### src/rtl/event_rate_meter_if.sv
// Bus bundle for event_rate_meter: control inputs, the event line and the latched result.
interface event_rate_meter_if #(
  parameter int WIDTH = 8
);
  logic             enable;
  logic [1:0]       edge_sel;
  logic             evt_in;
  logic [WIDTH-1:0] LED;
  logic             done;
  logic             ovf;

  modport master (output enable, edge_sel, evt_in, input LED, done, ovf);
  modport slave  (input enable, edge_sel, evt_in, output LED, done, ovf);
endinterface

### src/rtl/event_rate_meter.sv
// Counts qualified edges of an asynchronous event line over a fixed gate window
// and latches the saturated count onto LED once per window.
module event_rate_meter #(
  parameter int GATE_CYCLES = 50_000_000,
  parameter int WIDTH       = 8
) (
  input  logic              clk,
  input  logic              reset,
  event_rate_meter_if.slave bus
);
  localparam int               GW        = $clog2(GATE_CYCLES);
  localparam logic [GW-1:0]    GATE_LAST = GW'(GATE_CYCLES - 1);
  localparam logic [WIDTH-1:0] ACC_MAX   = '1;

  typedef enum logic {IDLE, MEASURE} state_t;

  state_t           r_state;
  state_t           w_state_next;
  logic             r_sync1, r_sync2, r_prev;
  logic [GW-1:0]    r_gate;
  logic [WIDTH-1:0] r_acc;
  logic [WIDTH-1:0] r_led;
  logic             r_sat, r_done, r_ovf;
  logic             w_rise, w_fall, w_ev, w_acc_full, w_terminal;
  logic [WIDTH-1:0] w_acc_inc;

  assign w_rise     = r_sync2 & ~r_prev;
  assign w_fall     = ~r_sync2 & r_prev;
  assign w_ev       = (bus.edge_sel == 2'b01) ? w_fall :
                      (bus.edge_sel == 2'b10) ? (w_rise | w_fall) : w_rise;
  assign w_acc_full = (r_acc == ACC_MAX);
  assign w_acc_inc  = (w_ev && !w_acc_full) ? r_acc + 1'b1 : r_acc;
  assign w_terminal = (r_state == MEASURE) && (r_gate == GATE_LAST);

  // Leaving MEASURE on a low enable covers both the mid-window abort and the
  // terminal cycle; the datapath decides whether the window is published.
  always_comb begin
    // NOTE: every signal written here gets a default first so no latch is inferred.
    w_state_next = r_state;
    case (r_state)
      IDLE:    if (bus.enable)  w_state_next = MEASURE;
      MEASURE: if (!bus.enable) w_state_next = IDLE;
      default: w_state_next = IDLE;
    endcase
  end

  always_ff @(posedge clk) begin
    if (!reset) r_state <= IDLE;
    else        r_state <= w_state_next;
  end

  always_ff @(posedge clk) begin
    // NOTE: state is updated with non-blocking assignments so every flop sees pre-edge values.
    if (!reset) begin
      r_sync1 <= 1'b0;
      r_sync2 <= 1'b0;
      r_prev  <= 1'b0;
      r_gate  <= '0;
      r_acc   <= '0;
      r_sat   <= 1'b0;
      r_led   <= '0;
      r_done  <= 1'b0;
      r_ovf   <= 1'b0;
    end else begin
      r_sync1 <= bus.evt_in;
      r_sync2 <= r_sync1;
      r_prev  <= r_sync2;
      r_done  <= 1'b0;
      if (w_terminal) begin
        // The window completes even if enable drops in this very cycle.
        r_led  <= w_acc_inc;
        r_ovf  <= r_sat | (w_acc_full & w_ev);
        r_done <= 1'b1;
        r_gate <= '0;
        r_acc  <= '0;
        r_sat  <= 1'b0;
      end else if (r_state == IDLE || !bus.enable) begin
        r_gate <= '0;
        r_acc  <= '0;
        r_sat  <= 1'b0;
      end else begin
        r_gate <= r_gate + 1'b1;
        r_acc  <= w_acc_inc;
        r_sat  <= r_sat | (w_acc_full & w_ev);
      end
    end
  end

  assign bus.LED  = r_led;
  assign bus.done = r_done;
  assign bus.ovf  = r_ovf;
endmodule

### src/flat_wrapper.sv
// flat-port wrapper written by rule: the top's interface ports become plain ports
module event_rate_meter_flat 
#(
  parameter int GATE_CYCLES = 50_000_000,
  parameter int WIDTH       = 8
)
  (clk, reset, bus_enable, bus_edge_sel, bus_evt_in, bus_LED, bus_done, bus_ovf);
  event_rate_meter_if #(.WIDTH(WIDTH)) bus_i ();
  input  logic clk;
  input  logic reset;
  input wire logic [$bits(bus_i.enable)-1:0] bus_enable;
  input wire logic [$bits(bus_i.edge_sel)-1:0] bus_edge_sel;
  input wire logic [$bits(bus_i.evt_in)-1:0] bus_evt_in;
  output wire logic [$bits(bus_i.LED)-1:0] bus_LED;
  output wire logic [$bits(bus_i.done)-1:0] bus_done;
  output wire logic [$bits(bus_i.ovf)-1:0] bus_ovf;
  assign bus_i.enable = bus_enable;
  assign bus_i.edge_sel = bus_edge_sel;
  assign bus_i.evt_in = bus_evt_in;
  assign bus_LED = bus_i.LED;
  assign bus_done = bus_i.done;
  assign bus_ovf = bus_i.ovf;
  event_rate_meter #(.GATE_CYCLES(GATE_CYCLES), .WIDTH(WIDTH)) u_core (.clk(clk), .reset(reset), .bus(bus_i));
endmodule
### config.mk
export PLATFORM = sky130hd
export DESIGN_NAME = event_rate_meter_flat
export DESIGN_NICKNAME = d
export VERILOG_FILES = /design/src/rtl/event_rate_meter_if.sv /design/src/rtl/event_rate_meter.sv /design/src/flat_wrapper.sv
export SDC_FILE = /design/constraint.sdc
export NUM_CORES = 1
export LEC_CHECK = 0
export BUFFER_PORTS_ARGS = -buffer_cell sky130_fd_sc_hd__buf_4
export CAP_MARGIN = 30
export CORE_ASPECT_RATIO = 0.75
export CORE_UTILIZATION = 59
export DETAILED_ROUTE_END_ITERATION = 6
export PLACE_DENSITY = 0.78
export SETUP_SLACK_MARGIN = 0.4
export SYNTH_ARGS = -nofsm -noshare
export SYNTH_HDL_FRONTEND = slang
export SYNTH_SLANG_ARGS = --single-unit
### constraint.sdc
create_clock -name clk -period 2.5 [get_ports clk]
set_input_delay 0.375 -clock clk [delete_from_list [all_inputs] [get_ports clk]]
set_output_delay 0.375 -clock clk [all_outputs]
set_load 0.005 [all_outputs]
==> summary.txt <==
Outcome
  • Outcome: finished, final reports clean

STA
  • Final worst path period need: 2010 ps
  • Final Setup Violations: 0
  • Clock skew: 5.18 ps
  • Hold Violations, Final: 0
  • RSZ-0062 raised after global routing: yes
  • Max frequency: 0.497 GHz
  • Slew headroom: 0.662
  • Worst slew pin tran: 503 ps
  • TNS Setup: 0 ps
  • Final Max Tran Viols: 0
  • Final period util: 0.805

Global route
  • Overflow after GRT: 0
  • First-pass GRT wire length: 7.19 mm
  • Pin count of the biggest net entering global routing: 20
  • Vias in the first global route: 1570
  • Initial antenna violation count: 0
  • Total GRT Usage: 0.244

Yosys
  • Syn Inst Count: 252
  • Syn avg cell area: 8.77 um2
  • Synth area leaders: dfxtp_1 44%, xnor2_1 6.3%, nor2_1 5.9%, nand3_1 3.8%, xor2_1 3.6%
  • Synthesis-stage register bit count: 49
  • Count leader, synth: dfxtp_1
  • Fraction of registers with async set/reset: 0
  • Synth Flop Type: dfxtp_1
  • Synth cell count leaders: 49 x dfxtp_1, 35 x nor2_1, 19 x nand2_1, 17 x nand3_1, 16 x xnor2_1
  • Largest area contributor in the netlist: dfxtp_1
  • Synth Warn #: 0
  • Sequential element share of the synthesized area: 0.444
  • Syn_nets: 262
  • Cell Area, Synth: 2210 um2
  • EDFF count, synth: 0
  • Synth unique cells: 39
  • Share of the synthesized area in the top cell type: 0.444

Cells and area
  • Inserted Diodes: 0
  • # fillers: 271
  • Area Overhead vs Synth: 14.2%
  • Finished Cell Area: 2520 um2
  • Layout net count: 289
  • Share of cells above drive strength 1: 0.150

CTS
  • Clock transition at the registers of the reported paths: 80 ps
  • Maximum clock insertion buffer count: 2
  • Worst-Skew Late Latency: 310 ps
  • Num CTS Buffers: 5
  • # clock sinks: 49
  • CTS H-tree depth: 2
  • Root Buffer: clkbuf_8
  • CTS tree: done

Placed design
  • IO Port Bufs: 15
  • Routability cong.: 0.872
  • Placed inst area: 2380 um2
  • DP HPWL: 3.08 mm

Worst setup path
  • Setup crit end kind: flip-flop
  • CP Launch Type: flip-flop
  • Crit Path Category: flip-flop to flip-flop
  • Crit path DAT: 2270 ps
  • Critical path required time: 2760 ps
  • CP Max Fanout: 7

Floorplan
  • Row count: 18
  • Die Wd: 72.7 um
  • Die H: 55.0 um
  • Die area: 4000 um2
  • Core Region: 3420 um2
  • Io pins: 16
  • Initial Util: 0.646

Routing
  • DRC violations left: 0
  • Initial drt markers: 106
  • Router iterations before antenna repair: 5
  • Routed Antenna Nets: 0
  • Via Count: 1798
  • Wire per inst: 13.5 um
  • Vias/cell: 5.45
  • Post-Route WL: 4.46 mm

Pwr
  • VDD IR-drop max: 0.480 mV
  • Power Density: 504 nW/um2
  • Pleak: 0.893 nW

Min path
  • HP Class: primary input to flip-flop

Flow run
  • Max cap viols: 0
==> path summary, 6_finish.rpt <==
path                                        from                 to  slack, ps  cells past startpoint
worst max-delay path            u_core.r_gate[9]  u_core.bus.LED[4]        490                      5
worst max register to register  u_core.r_gate[9]  u_core.bus.LED[4]        490                      5
worst min register to register    u_core.r_sync1     u_core.r_sync2        440                      1
worst min-delay path                  bus_evt_in     u_core.r_sync1        290                      2
==> placed cells by master (no fill, tap or decap), types with 8 or more instances in the layout <==
cell type	instances
dfxtp_1	49
nor2_1	35
buf_4	24
nand2_1	20
nand3_1	17
xnor2_1	16
a21oi_1	11
inv_1	9
xor2_1	9
nor4_1	8
==> worst max-delay path, cell delays in order, from the launching register on <==
cell and delay [ps]:
dfxtp_1 370, or4_4 550, nor4_4 410, nand2_2 150, nor4_1 320, a311o_1 150
==> registers in the layout (all words and copies together) (netlist names) <==
name and count:
u_core.r_sync2 1, u_core.r_prev 1, u_core.bus.LED 8, u_core.r_sat 1
u_core.r_gate 26, u_core.bus.ovf 1, u_core.r_state 1, u_core.r_acc 8
u_core.bus.done 1, u_core.r_sync1 1
==> routing by layer <==
layer / GRT usage / vias to the layer above / routed length (um)
li1: - / 931 / -
met3: 0.0543 / 8 / 229
met1: 0.349 / 819 / 2360
met2: 0.355 / 40 / 1790
met4: 0.108 / 0 / 74
met5: 0 / - / 0
==> power by group <==
group	internal [mW]	total, mW	switching, mW
registers	0.783	0.785	0.00217
logic	0.0132	0.0369	0.0237
clock network	0.194	0.449	0.255
total	0.990	1.27	0.281
==> stage by stage <==
| stage | hold WS, ps | std cells | worst slack, ps | utilization | total power [mW] |
|---|---|---|---|---|---|
| after CTS | 281 | 323 | 418 | 0.719 | 1.28 |
| after global routing | 283 | 330 | 389 | 0.738 | 1.32 |
| final | 285 | 330 | 488 | 0.738 | 1.27 |
| after detailed placement | 420 | 315 | 431 | 0.695 | 0.840 |
| after global placement | 413 | 315 | 495 | 0.695 | 0.839 |
| after floorplan | 412 | 252 | 631 | - | 0.827 |
==> cells by family after synthesis <==
logic type	synth area share
xor gates and xnor gates	0.0990
adders and majority gates	0.0226
and+or+nand+nor	0.312
AOI/OAI and AO/OA	0.0809
DFF	0.444
muxes	0.00906
buffers and inverters	0.0323
==> area by class of cell <==
class / instances / area (um2) / area share
repair buffers: 25 / 191 / 0.0758
well taps: 50 / 62.6 / 0.0248
inverters: 9 / 33.8 / 0.0134
multi-input cells: 189 / 1170 / 0.465
clock buffers: 6 / 72.6 / 0.0287
clock inverters: 2 / 10.0 / 0.00396
flip-flops and latches: 49 / 981 / 0.389
==> timing repair <==
| action | in CTS | in global routing |
|---|---|---|
| gates resized for setup | 0 | 4 |
| setup buffers | 0 | 6 |
| hold buffers | 0 | 0 |
| setup endpoints to repair | 0 | 38 |
Power figures use the tool's default switching activity.
